### src/rtl/bit_index_scanner.sv
// Accepts a WIDTH-bit request vector and emits the index of each set bit, one beat at a time.
// Latency: first beat one cycle after acceptance; K set bits take K beats (one beat for an all-zero vector).
// Backpressure: out_ready low holds the current beat stable; in_ready is low for the whole scan.
// Build option: define BIT_SCAN_MSB_FIRST_EN to emit indices highest-first instead of lowest-first.
module bit_index_scanner #(
  parameter int WIDTH = 8
) (
  input  logic                       clk,
  input  logic                       rst,
  input  logic                       in_valid,
  output logic                       in_ready,
  input  logic [WIDTH-1:0]           in_vec,
  output logic                       out_valid,
  input  logic                       out_ready,
  output logic [$clog2(WIDTH)-1:0]   out_idx,
  output logic                       out_last,
  output logic                       out_zero,
  output logic                       busy
);

  localparam int IDX_W = $clog2(WIDTH);

  typedef enum logic {
    IDLE = 1'b0,
    SCAN = 1'b1
  } state_t;

  state_t           state;
  state_t           state_nxt;
  logic [WIDTH-1:0] pending;
  logic [WIDTH-1:0] pending_nxt;
  logic             zero_flag;
  logic             zero_flag_nxt;
  logic [IDX_W-1:0] scan_idx;
  logic             single_bit;
  logic             in_fire;
  logic             out_fire;

  // Pick the bit to emit next; later loop iterations take priority, so the loop direction sets the order.
  always_comb begin
    scan_idx = '0;
`ifdef BIT_SCAN_MSB_FIRST_EN
    for (int i = 0; i < WIDTH; i++) begin
      if (pending[i]) scan_idx = IDX_W'(i);
    end
`else
    for (int i = WIDTH - 1; i >= 0; i--) begin
      if (pending[i]) scan_idx = IDX_W'(i);
    end
`endif
  end

  // At most one bit left means the current beat is the final one (also true for an all-zero vector).
  assign single_bit = ((pending & (pending - WIDTH'(1))) == '0);

  // Handshake and outputs depend only on registered state; in_ready is additionally masked by reset.
  assign in_ready  = (state == IDLE) && !rst;
  assign out_valid = (state == SCAN);
  assign busy      = (state == SCAN);
  assign out_idx   = out_valid ? scan_idx : '0;
  assign out_last  = out_valid && single_bit;
  assign out_zero  = out_valid && zero_flag;
  assign in_fire   = in_valid && in_ready;
  assign out_fire  = out_valid && out_ready;

  // Next-state: load a vector in IDLE, retire one set bit per accepted beat in SCAN.
  always_comb begin
    state_nxt     = state;
    pending_nxt   = pending;
    zero_flag_nxt = zero_flag;
    case (state)
      IDLE: begin
        if (in_fire) begin
          pending_nxt   = in_vec;
          zero_flag_nxt = (in_vec == '0);
          state_nxt     = SCAN;
        end
      end
      SCAN: begin
        if (out_fire) begin
          pending_nxt = pending & ~(WIDTH'(1) << scan_idx);
          if (single_bit) begin
            state_nxt     = IDLE;
            zero_flag_nxt = 1'b0;
          end
        end
      end
      default: begin
        state_nxt = IDLE;
      end
    endcase
  end

  // State registers with synchronous reset; a reset mid-scan drops the pending vector.
  always_ff @(posedge clk) begin
    if (rst) begin
      state     <= IDLE;
      pending   <= '0;
      zero_flag <= 1'b0;
    end else begin
      state     <= state_nxt;
      pending   <= pending_nxt;
      zero_flag <= zero_flag_nxt;
    end
  end

endmodule

### config.mk
export PLATFORM = sky130hd
export DESIGN_NAME = bit_index_scanner
export DESIGN_NICKNAME = d
export VERILOG_FILES = /design/src/rtl/bit_index_scanner.sv
export SDC_FILE = /design/constraint.sdc
export NUM_CORES = 1
export LEC_CHECK = 0
export CAP_MARGIN = 30
export CORE_ASPECT_RATIO = 0.9
export CORE_MARGIN = 1.5
export CORE_UTILIZATION = 30
export CTS_CLUSTER_DIAMETER = 200
export DETAILED_ROUTE_END_ITERATION = 6
export GPL_TIMING_DRIVEN = 0
export HOLD_SLACK_MARGIN = 0.02
export SLEW_MARGIN = 20
export SYNTH_ARGS = -nofsm -noshare
export SYNTH_HDL_FRONTEND = slang
export SYNTH_SLANG_ARGS = --single-unit
### constraint.sdc
create_clock -name clk -period 1.7 [get_ports clk]
set_input_delay 0.17 -clock clk [delete_from_list [all_inputs] [get_ports clk]]
set_output_delay 0.17 -clock clk [all_outputs]
set_load 0.005 [all_outputs]
# After elaboration in Yosys (flattened, before gate mapping)

Cells that the tools add are included.

Bits in registers: 10
Input port bits: 12

Add/subtract/negate cells: 1
Eq/ne operators: 3
Shift operators: 1
Multiplexer cells: 20
Bitwise gates (word level): 4
Reduce and logical (&&, ||, !) cells: 10

Operators with widths:

| operator            | count |
|---|---|
| $mux 3              | 9 |
| $and 8x8->8         | 2 |
| $logic_not 8->1     | 2 |
| $mux 8              | 2 |
| $pmux 8 s2          | 1 |
| $not 8->8           | 1 |
| $shl 1x3->8 const A | 1 |
| $sub 8x1->8 const B | 1 |
| $mux 1              | 6 |
| $logic_and 1x1->1   | 5 |
| $ne 2x1->1 const B  | 2 |
| $pmux 1 s2          | 2 |
| $reduce_and 3->1    | 1 |
| $ne 2x2->1 const B  | 1 |
| $reduce_and 2->1    | 1 |
| $logic_not 1->1     | 1 |
| $not 1->1           | 1 |

# Logic depth before layout (Yosys ltp)

Depth in word-level cells: 13
Depth in mapped cells: 6
Gate-level depth less buffers: 5

# Least setup slack after synthesis

Ideal clock, no wire load.

Kind: register to register
Start point: register pending[0]
End point: register zero_flag
Library setup time: 122 ps
Arrival time: 1692 ps
Data required time: 1578 ps
Setup slack: -114 ps
Stages on the path, launching flop included: 7
Buffers on the path: 1
Period minus slack after synthesis: 1814 ps
Path through: dfxtp_1 > buf_6 > or4_4 > a2111oi_4 > o311a_2 > o221ai_2 > o311a_1

Cells in the longest elaborated chain, start to end: 5

RTL lines:

| what                                  | line | RTL |
|---|---|---|
| start: declaration                    | 30   | `logic [WIDTH-1:0] pending;` |
| start signal: assignment              | 102  | `pending <= pending_nxt;` |
| $sub 8x1->8                           | 54   | `assign single_bit = ((pending & (pending - WIDTH'(1))) == '0);` |
| $and 8x8->8 (*)                       | 54   |  |
| $logic_not 8->1 (*)                   | 54   |  |
| $ne 2x1->1 (no source line) (*)       | --   |  |
| $reduce_and 3->1 (no source line) (*) | --   |  |
| end signal: assignment                | 103  | `zero_flag <= zero_flag_nxt;` |
| end: declaration                      | 32   | `logic zero_flag;` |

Every way passes the cells marked *; elsewhere a longest branch is shown, timed or not.
A chain may end at the register's enable or synchronous reset.

# Final worst setup path

Start point: register pending[6]
End point: output out_last

Cells in the longest elaborated chain, start to end: 4

RTL lines:

| what                  | line | RTL |
|---|---|---|
| $sub 8x1->8           | 54   |  |
| $and 8x8->8 (*)       | 54   |  |
| $logic_not 8->1 (*)   | 54   |  |
| $logic_and 1x1->1 (*) | 61   | `assign out_last = out_valid && single_bit;` |
| end: declaration      | 16   | `output logic out_last,` |

Marks and branches as above.

==> impl_results.md <==
* Seq/Total Area, Yosys at 29.9%
* Slew headroom at 67.9%
* Yosys reg bits at 10
* Sequential Power Share at 35.9%
* Post-synthesis compound-gate area fraction at 34.0%
* Post-Place Cells at 124
* Combinational share of power at 42.5%
* Routed length per instance at 15.0 um
* Number of enable flip-flop cells after synthesis at 0
* Total GRT Usage at 18.2%
* Hold path depth at 2
* Period utilization at 116%
* Synth Area in XOR/XNOR at 0%
* Skew-Pair Late Insertion Delay at 0.27 ns
* Main combinational cell family by area after synthesis: compound AO/OA/AOI/OAI gates
* Synthesized-area fraction occupied by adder cells at 1.50%
* Clk slew on worst S/H paths at 0.07 ns
* R2R depth at 6
* Pleak at 0.463 nW
* Skew final at 0.00408 ns
* First-pass GRT wire length at 3.22 mm
* Most frequent cell after synthesis: nor2_1
* Critical Path Sink Type: primary output
* Core Footprint at 2140 um^2
* Final non-filler cell area at 1130 um^2
* Drt first pass iters at 4
* VDD IR max at 0.426 mV
* Final worst setup slack at -0.265 ns
* Syn nets at 91
* Ant diodes at 0
* Gpl congestion at 0.790
* Final Setup Violations at 8
* Fin. max-slew vios at 0
* Fmax achieved at 509 MHz
* WHS at 0.267 ns
* PD cells at 695 nW/um^2
* Post-route ant nets at 0
* Die Area at 2520 um^2
* Clk pwr share at 21.6%
* Yosys Warn Count at 0
* Die width at 52.8 um
* Ys async rst share at 0%
* Clock tree root driver cell: clkbuf_4
* Vias in the first global route at 678
* P_int at 0.526 mW
* # hold bufs at CTS at 0
* Synth top area share at 29.9%
* Util after Layout at 52.6%
* Vias/cell at 5.32
* Kind of critical path: reg2out
* CTS tree: done
* Yosys cell types at 37
* Crit path required time at 1.53 ns
* DRC Markers at 0
* Filler cells at 210
* Syn_area_per_cell at 8.47 um^2
* Initial Util at 31.3%
* # clock sinks at 10
* Top_reg_cell synth: dfxtp_1
* Die Ht at 47.8 um
* Hold Vio Cnt, Final at 0
* Synthesized area at 669 um^2
* Total gr overflow at 0
* Cells after Synth at 79
* Fin crit period at 1.97 ns
* Hold crit path type: in2reg
* Worst-margin pin slew at 0.477 ns
* IO Count at 20
* Share of layout cells above drive strength 1 at 44.6%
* Worst slack at placement at -0.492 ns
* Simple-gate share of the synthesized area at 24.7%
* Top post-synthesis cells by count: nor2_1 (12), dfxtp_1 (10), inv_1 (4), nor3_1 (4), nor4_1 (4)
* Nature of the critical path startpoint: flop
* Htree depth at 1
* DR vias at 739
* Sw frac at 32.8%
* Cell taking the most area after synthesis: dfxtp_1
* Number of max-cap violations at 0
* Placed Area at 908 um^2
* IO buf count at 18
* DP Wirelength at 1.46 mm
* Failing checks: setup timing
* Final cell count without fillers at 139
* Mux cell area share after synthesis at 0%
* TritonCTS buffer count at 3
* Largest net degree at the start of global routing at 11
* Antenna violations before repair at 0
* Cell Rows at 16
* CTS Buffer Depth at 2
* Crit Path Max Fanout at 3
* Total Wirelength at 2.08 mm
* P_sw at 0.257 mW
* Worst EP arrival at 1.80 ns
* Synth-to-layout area growth at 68.2%
* Unrepaired setup endpoints after global routing: true
* Status: finished with violations
* Final #Nets at 126
* Initial DRC count at 5
* Synth area leaders: dfxtp_1 (30%), nor2_1 (6.7%), a32o_1 (4.5%), a2111oi_4 (4.1%), nor4_1 (3.7%)
## state kept, by name, indices dropped and copies added, names as in the netlist
signal     cells
busy           1
pending        8
zero_flag      1
## layout by cell type, fill, tap and decap left out, types with 4 or more instances in the layout
cell type	instances
buf_6	5
clkdlybuf4s50_1	14
nor2_1	10
buf_4	15
dfxtp_2	4
inv_1	4
## logic make-up (layout without fill, tap and decap cells)
family / Yosys count / in the layout
and+or+nand+nor: 31 / 31
DFF: 10 / 10
adders and majority gates: 1 / 1
AOI/OAI and AO/OA: 25 / 25
buffers and inverters: 12 / 45
## cell type report
cell class	count	area, um^2	area share [%]
Sequential cell	10	216	19.2
Buffer	5	37.5	3.33
Tap cell	27	33.8	3.00
Timing Repair Buffer	33	290	25.8
Clock buffer	3	22.5	2.00
Multi-Input combinational cell	57	510	45.3
Inverter	4	15.0	1.33
## layer usage
| layer | routed length, um | up-vias | track usage (%) | share of wire (%) |
|---|---|---|---|---|
| li1 | - | 372 | - | - |
| met1 | 987 | 345 | 23.5 | 47 |
| met2 | 988 | 18 | 29.0 | 47 |
| met3 | 80 | 4 | 4.06 | 3.8 |
| met4 | 27 | 0 | 9.74 | 1.3 |
| met5 | 0 | - | 0 | 0 |
## path summary, 6_finish.rpt
check                           slack (ns)          to        from
worst max-delay path                 -0.27    out_last  pending[6]
worst max register to register       -0.15   zero_flag  pending[6]
worst min register to register        0.51   zero_flag   zero_flag
worst min-delay path                  0.27  pending[5]         rst
## timing repair
item	in CTS	in global routing
pin swaps	7	7
resized for setup	32	14
cloned	0	0
endpoints found under the setup margin	9	11
buffers inserted	9	6
## worst max-delay path: stages, from the launching register on
cell       delay [ns]
dfxtp_4          0.35
or4_4            0.55
a2111oi_4        0.31
o311a_4          0.23
buf_6            0.09
## metrics by stage
step,TNS (ns),total power [mW]
floorplan,-0.0656,0.433
global placement,-2.26,0.520
detailed placement,-2.20,0.524
CTS,-0.624,0.746
global route,-1.48,0.827
finish,-0.773,0.783
## power groups by stage
stage	Clock, mW	Combinational (mW)	Sequential (mW)
floorplan	0	0.162	0.272
global placement	0	0.244	0.276
detailed placement	0	0.247	0.277
CTS	0.174	0.291	0.281
global route	0.183	0.360	0.284
finish	0.169	0.333	0.281
Note: power is estimated with default switching activity, not from simulation.
